## src/rtl/csi2tx_csr_arb_pkg.sv

```systemverilog
// Shared types and constants for the CSI-2 TX CSR local-bus access arbiter.
package csi2tx_csr_arb_pkg;

  typedef enum logic [1:0] {
    IDLE  = 2'b00,
    ISSUE = 2'b01,
    WAIT  = 2'b10,
    DONE  = 2'b11
  } arb_state_t;

  localparam int unsigned NUM_REQ = 2;
  localparam int unsigned REQ_AHB = 0;
  localparam int unsigned REQ_CFG = 1;

  // Read data returned when an access is aborted by the watchdog
  localparam logic [31:0] TIMEOUT_RDATA = 32'hDEAD_BEEF;

endpackage

```

## src/rtl/csi2tx_csr_arb_rr_pick.sv

```systemverilog
// Combinational two-way round-robin picker: on a tie the requester that did not own the last access wins.
module csi2tx_csr_arb_rr_pick
  import csi2tx_csr_arb_pkg::*;
(
  input  logic [NUM_REQ-1:0] req,
  input  logic               last_owner,
  output logic [NUM_REQ-1:0] winner_c,
  output logic               valid_c
);

  always_comb begin
    winner_c = req;
    if (req[REQ_AHB] && req[REQ_CFG]) begin
      winner_c = last_owner ? 2'b01 : 2'b10;
    end
  end

  assign valid_c = |req;

endmodule

```

## src/rtl/csi2tx_csr_access_arbiter.sv

```systemverilog
// Arbitrates the CSR local bus between the AHB slave port and the config sequencer.
// Optional ready watchdog enabled by defining CSI2TX_CSR_ARB_TIMEOUT_EN.
module csi2tx_csr_access_arbiter
  import csi2tx_csr_arb_pkg::*;
#(
  parameter int unsigned AW          = 32,
  parameter int unsigned DW          = 32,
  parameter int unsigned TIMEOUT_CYC = 64
) (
  input  logic               clk_sys,
  input  logic               clk_sys_rst_n,
  input  logic [NUM_REQ-1:0] req,
  input  logic [NUM_REQ-1:0] req_wr,
  input  logic [AW-1:0]      req_addr0,
  input  logic [AW-1:0]      req_addr1,
  input  logic [DW-1:0]      req_wdata0,
  input  logic [DW-1:0]      req_wdata1,
  output logic [NUM_REQ-1:0] gnt,
  output logic [NUM_REQ-1:0] done,
  output logic [NUM_REQ-1:0] err,
  output logic [DW-1:0]      rdata,
  output logic               csr_cs_n,
  output logic               csr_rd,
  output logic               csr_wr,
  output logic [AW-1:0]      csr_addr,
  output logic [DW-1:0]      csr_wr_data,
  input  logic [DW-1:0]      csr_rd_data,
  input  logic               ready
);

  if (TIMEOUT_CYC < 2) begin : g_bad_timeout
    $error("TIMEOUT_CYC must be at least 2");
  end

  arb_state_t         state, state_d;
  logic               last_owner, last_owner_d;
  logic               owner, owner_d;
  logic               wr_q, wr_d;
  logic [NUM_REQ-1:0] gnt_d, done_d, err_d;
  logic [DW-1:0]      rdata_d;
  logic               csr_cs_n_d, csr_rd_d, csr_wr_d;
  logic [AW-1:0]      csr_addr_d;
  logic [DW-1:0]      csr_wr_data_d;

  logic [NUM_REQ-1:0] pick_c;
  logic               pick_valid_c;
  logic               sel_cfg, sel_wr;
  logic [AW-1:0]      sel_addr;
  logic [DW-1:0]      sel_wdata;
  logic [NUM_REQ-1:0] owner_oh;

  csi2tx_csr_arb_rr_pick u_pick (
    .req        (req),
    .last_owner (last_owner),
    .winner_c   (pick_c),
    .valid_c    (pick_valid_c)
  );

  assign sel_cfg   = pick_c[REQ_CFG];
  assign sel_wr    = sel_cfg ? req_wr[REQ_CFG] : req_wr[REQ_AHB];
  assign sel_addr  = sel_cfg ? req_addr1 : req_addr0;
  assign sel_wdata = sel_cfg ? req_wdata1 : req_wdata0;
  assign owner_oh  = owner ? 2'b10 : 2'b01;

`ifdef CSI2TX_CSR_ARB_TIMEOUT_EN
  localparam int unsigned CW = $clog2(TIMEOUT_CYC + 1);
  localparam logic [CW-1:0] TO_LAST = CW'(TIMEOUT_CYC - 1);

  logic [CW-1:0] cnt, cnt_d, cnt_inc;

  assign cnt_inc = cnt + CW'(1);

  // Watchdog cycle counter for the WAIT state
  always_ff @(posedge clk_sys or negedge clk_sys_rst_n) begin
    if (!clk_sys_rst_n) begin
      cnt <= '0;
    end else begin
      cnt <= cnt_d;
    end
  end
`endif

  // State and registered outputs
  always_ff @(posedge clk_sys or negedge clk_sys_rst_n) begin
    if (!clk_sys_rst_n) begin
      state       <= IDLE;
      last_owner  <= 1'b1;
      owner       <= 1'b0;
      wr_q        <= 1'b0;
      gnt         <= '0;
      done        <= '0;
      err         <= '0;
      rdata       <= '0;
      csr_cs_n    <= 1'b1;
      csr_rd      <= 1'b0;
      csr_wr      <= 1'b0;
      csr_addr    <= '0;
      csr_wr_data <= '0;
    end else begin
      state       <= state_d;
      last_owner  <= last_owner_d;
      owner       <= owner_d;
      wr_q        <= wr_d;
      gnt         <= gnt_d;
      done        <= done_d;
      err         <= err_d;
      rdata       <= rdata_d;
      csr_cs_n    <= csr_cs_n_d;
      csr_rd      <= csr_rd_d;
      csr_wr      <= csr_wr_d;
      csr_addr    <= csr_addr_d;
      csr_wr_data <= csr_wr_data_d;
    end
  end

  // Next-state and next-output logic
  always_comb begin
    state_d       = state;
    last_owner_d  = last_owner;
    owner_d       = owner;
    wr_d          = wr_q;
    gnt_d         = gnt;
    done_d        = '0;
    err_d         = '0;
    rdata_d       = rdata;
    csr_cs_n_d    = csr_cs_n;
    csr_rd_d      = 1'b0;
    csr_wr_d      = 1'b0;
    csr_addr_d    = csr_addr;
    csr_wr_data_d = csr_wr_data;
`ifdef CSI2TX_CSR_ARB_TIMEOUT_EN
    cnt_d         = cnt;
`endif

    case (state)
      IDLE: begin
        if (pick_valid_c) begin
          owner_d       = sel_cfg;
          wr_d          = sel_wr;
          gnt_d         = pick_c;
          csr_addr_d    = sel_addr;
          csr_wr_data_d = sel_wdata;
          csr_cs_n_d    = 1'b0;
          csr_rd_d      = !sel_wr;
          csr_wr_d      = sel_wr;
          state_d       = ISSUE;
        end
      end

      ISSUE: begin
`ifdef CSI2TX_CSR_ARB_TIMEOUT_EN
        cnt_d   = '0;
`endif
        state_d = WAIT;
      end

      WAIT: begin
`ifdef CSI2TX_CSR_ARB_TIMEOUT_EN
        cnt_d = cnt_inc;
`endif
        if (ready) begin
          if (!wr_q) begin
            rdata_d = csr_rd_data;
          end
          done_d  = owner_oh;
          state_d = DONE;
        end
`ifdef CSI2TX_CSR_ARB_TIMEOUT_EN
        else if (cnt_inc == TO_LAST) begin
          if (!wr_q) begin
            rdata_d = DW'(TIMEOUT_RDATA);
          end
          done_d  = owner_oh;
          err_d   = owner_oh;
          state_d = DONE;
        end
`endif
      end

      DONE: begin
        last_owner_d = owner;
        gnt_d        = '0;
        csr_cs_n_d   = 1'b1;
        state_d      = IDLE;
      end

      default: state_d = IDLE;
    endcase
  end

endmodule
```

## config.mk

```make
export PLATFORM = sky130hd
export DESIGN_NAME = csi2tx_csr_access_arbiter
export DESIGN_NICKNAME = d
export VERILOG_FILES = /design/src/rtl/csi2tx_csr_arb_pkg.sv /design/src/rtl/csi2tx_csr_arb_rr_pick.sv /design/src/rtl/csi2tx_csr_access_arbiter.sv
export SDC_FILE = /design/constraint.sdc
export NUM_CORES = 1
export LEC_CHECK = 0
export BUFFER_PORTS_ARGS = -buffer_cell sky130_fd_sc_hd__clkbuf_2
export CAP_MARGIN = 20
export CORE_ASPECT_RATIO = 0.7
export CORE_MARGIN = 1.5
export CORE_UTILIZATION = 40
export DETAILED_ROUTE_END_ITERATION = 12
export PLACE_DENSITY = 0.85
export SYNTH_ARGS = -nofsm -noshare
export SYNTH_HDL_FRONTEND = slang
export SYNTH_SLANG_ARGS = --single-unit
```

## constraint.sdc

```tcl
create_clock -name clk_sys -period 1.5 [get_ports clk_sys]
set_input_delay 0.3 -clock clk_sys [delete_from_list [all_inputs] [get_ports clk_sys]]
set_output_delay 0.3 -clock clk_sys [all_outputs]
set_load 0.02 [all_outputs]
```

==> reports/metrics.cfg <==
[layout]
layout.cell_area.non_filler_sq_mm=0.006882
antenna_cells_inserted=0
final_layout_size_suffix_gt1_frac=0.4834
area_delta_synth_final_pct=45.20
design.final.nets=916

[cts]
ctsHtreeMaxLevel=3
cts_sinks=108
clkSlewWorstSetupHoldPaths_ns=0.08
cts_tree=built
cts_buffer_depth=2
cts_root_buf=sky130_fd_sc_hd__clkbuf_16
insertion_delay_ns=0.34
cts_buffers=9

[floorplan]
floorplan.core_area_sq_mm=0.01164
dieHeight_um=94.07
floorplan.io_pins=272
initial_utilization=0.4070
cell_rows=33
design.die.area_sq_mm=0.01252
die_width_um=133.1

[global_route]
grt_overflow=0
grt.total_usage=0.2130
maximum_number_of_pins_on_one_net_before_global_route_repair=45
use_met1=0.2789
grt-busiest-layer=met2
grt_first_pass_wirelength_um=21000
first_global_vias=4123
met2_usage=0.3741
initial_antenna_violation_count=0
met3_usage=0.04045

[yosys]
synth-xor-area-share=0
synth-seq-area-share=0.5707
asyncSetResetFlopFracSynth=1.000
muxShareOfSynthArea=0.1003
ys.flop_type=sky130_fd_sc_hd__dfrtp_1
complex_gate_fraction_of_the_synthesized_area=0.1534
ys_ff_latch=108
synth_top_family_by_area=compound AO/OA/AOI/OAI gates
synth_fa_ha_area_frac=0.007920
synth_area_sq_mm=0.004740
post_synth_and_or_nand_nor_area_fraction=0.1162
ys.warnings.count=0
postSynthCellCount=468
synthesis.area_per_instance_sq_um=10.13
synth-edff-count=0
netlist-cell-type-count=28

[worst_setup_path]
worst_setup_path_startpoint=state[0]$_DFFE_PN0P_
timing.critical_path.slowest_cell_delay_ns=0.39
criticalPathCategory=reg2reg
kind_of_launch_point_of_the_worst_setup_path=flip-flop
r2r_setup_slack_ns=-0.03
crit_path_cells=inv_2, ha_4, nand2_2, or2_4, buf_12, mux2_4
reg2reg_from=state[0]$_DFFE_PN0P_
maximum_fanout_along_the_worst_path=8
timing.critical_path.to_type=flip-flop
slowest_stage=sky130_fd_sc_hd__dfrtp_1
reg2reg_depth=6
critPathArrivalTime_ns=1.75
worstPathRequired_ns=1.72

[timing]
final_critical_delay_including_setup_and_external_delays_ns=1.530
timing_hold_violations_final=0
clock_skew_ns=0.006110
rsz0062_at_grt=true
setup_slack_of_the_critical_path_after_layout_ns=-0.03013
final_slew_viol_count=0
setup_viol=34
maxClockFrequency_mhz=653.5
setup_total_negative_slack_ns=-0.6112
post-route-period-util=1.020

[power_and_ir_drop]
power_per_cell_area_mw_per_mm2=2219
cell_leakage_power_nw=3.625
report.power.total_w=0.01527
vdd_ir_drop_max_v=0.001091

[worst_hold_path]
min_delay_startpoint=req_wdata0[16]
min_path_cells=3
min_path_type=in2reg

[placement]
numPortBuffers=269
setup_slack_at_placement_ns=-0.1478
place.gp.congestion=0.7804
postPlaceCellArea_sq_mm=0.006394
post-dp-hpwl_um=9831

[detailed_routing]
detail_route.wirelength_um=13970
route.vias.total=4455
antenna_left=0
detail_route.wl_per_cell_um=15.39
dr.first_iter.drc_count=216
drcViolationCount=0
post_drt_via_cell_ratio=4.906
detail_route.first_pass.iterations=5

[run]
max-cap-violations=0

[outcome]
outcome=finished with violations
violations=negative setup slack

[where the power goes]
part,internal [W],switching (W)
combinational,0.00322,0.00450
sequential,0.00439,0.000847
clock,0.00121,0.00111
[area by class of cell]
class | instances | area (sq um)
Sequential cell | 108 | 2705
Tap cell | 157 | 196.4
Multi-Input combinational cell | 324 | 1866
Fill cell | 997 | 4762
Clock buffer | 10 | 239.0
Inverter | 4 | 15.01
Clock inverter | 6 | 55.05
Timing Repair Buffer | 299 | 1805
[cell usage after synthesis (3+ instances only)]
cell | n | area [sq um]
sky130_fd_sc_hd__a21oi_1 | 130 | 650.6
sky130_fd_sc_hd__dfrtp_1 | 106 | 2653
sky130_fd_sc_hd__nand2_1 | 69 | 259.0
sky130_fd_sc_hd__nor2_1 | 69 | 259.0
sky130_fd_sc_hd__mux2_4 | 22 | 330.3
sky130_fd_sc_hd__buf_4 | 15 | 112.6
sky130_fd_sc_hd__mux2_2 | 12 | 135.1
sky130_fd_sc_hd__buf_2 | 9 | 45.04
sky130_fd_sc_hd__clkbuf_1 | 6 | 22.52
sky130_fd_sc_hd__buf_6 | 4 | 45.04
sky130_fd_sc_hd__inv_1 | 4 | 15.01
sky130_fd_sc_hd__ha_1 | 3 | 37.54
sky130_fd_sc_hd__o21ai_0 | 3 | 15.01
[final timing paths]
kind,end
max,rdata[27]$_DFFE_PN0P_
min,csr_wr_data[16]$_DFFE_PN0P_
max reg2reg,rdata[27]$_DFFE_PN0P_
min reg2reg,csr_cs_n$_DFFE_PN1P_
max in group asynchronous,rdata[5]$_DFFE_PN0P_
min in group asynchronous,csr_wr_data[8]$_DFFE_PN0P_
[critical path, delay by kind of cell (launching register included)]
family	cells	cell delay, ns
multiplexers	1	0.30
flip-flops	1	0.39
AND/OR/NAND/NOR	2	0.34
adder cells (fa/ha/maj)	1	0.13
buffers and inverters	2	0.25
[cell usage in the layout, fill, tap and decap left out, drive strengths merged, types with 3 or more instances in the layout]
| cell type | n |
|---|---|
| a21oi | 130 |
| o21ai | 5 |
| clkbuf | 280 |
| nand2 | 69 |
| ha | 3 |
| buf | 28 |
| dfrtp | 106 |
| mux2 | 34 |
| nor2 | 69 |
| inv | 7 |
[repair_timing]
| action | 4_1_cts | 5_1_grt |
|---|---|---|
| endpoints found under the setup margin | 36 | 58 |
| pin swaps | 3 | 1 |
| hold endpoints to repair | 19 | 0 |
| hold buffers | 1 | 0 |
| setup buffers | 3 | 0 |
| gates cloned | 2 | 4 |
| resized for setup | 10 | 2 |
[sequential cells by signal, indices dropped and copies added (netlist names)]
signal       count
owner            1
csr_addr        32
done             2
wr_q             1
state            2
csr_wr_data     32
csr_wr           1
last_owner       1
csr_rd           1
rdata           32
gnt              2
csr_cs_n         1
[cell families after synthesis]
logic type,after synthesis
flops,108
fa+ha+maj,3
mux,35
other cells,1
simple gates,143
compound gates,140
buf+inv,38
[metrics by stage]
stage | utilization | cells | hold slack [ns]
global route | 0.5910 | 908 | 0.1510
detailed placement | 0.5491 | 882 | 0.2304
finish | 0.5910 | 908 | 0.1644
CTS | 0.5847 | 904 | 0.1504
floorplan | - | 469 | 0.004409
global placement | 0.5491 | 882 | 0.2261
[routing by layer]
layer / wire length [um] / vias to the layer above
met5: 0 / -
met4: 92 / 0
met3: 887 / 8
met2: 6987 / 184
met1: 6006 / 2140
li1: - / 2123
Power figures use the tool's default switching activity.
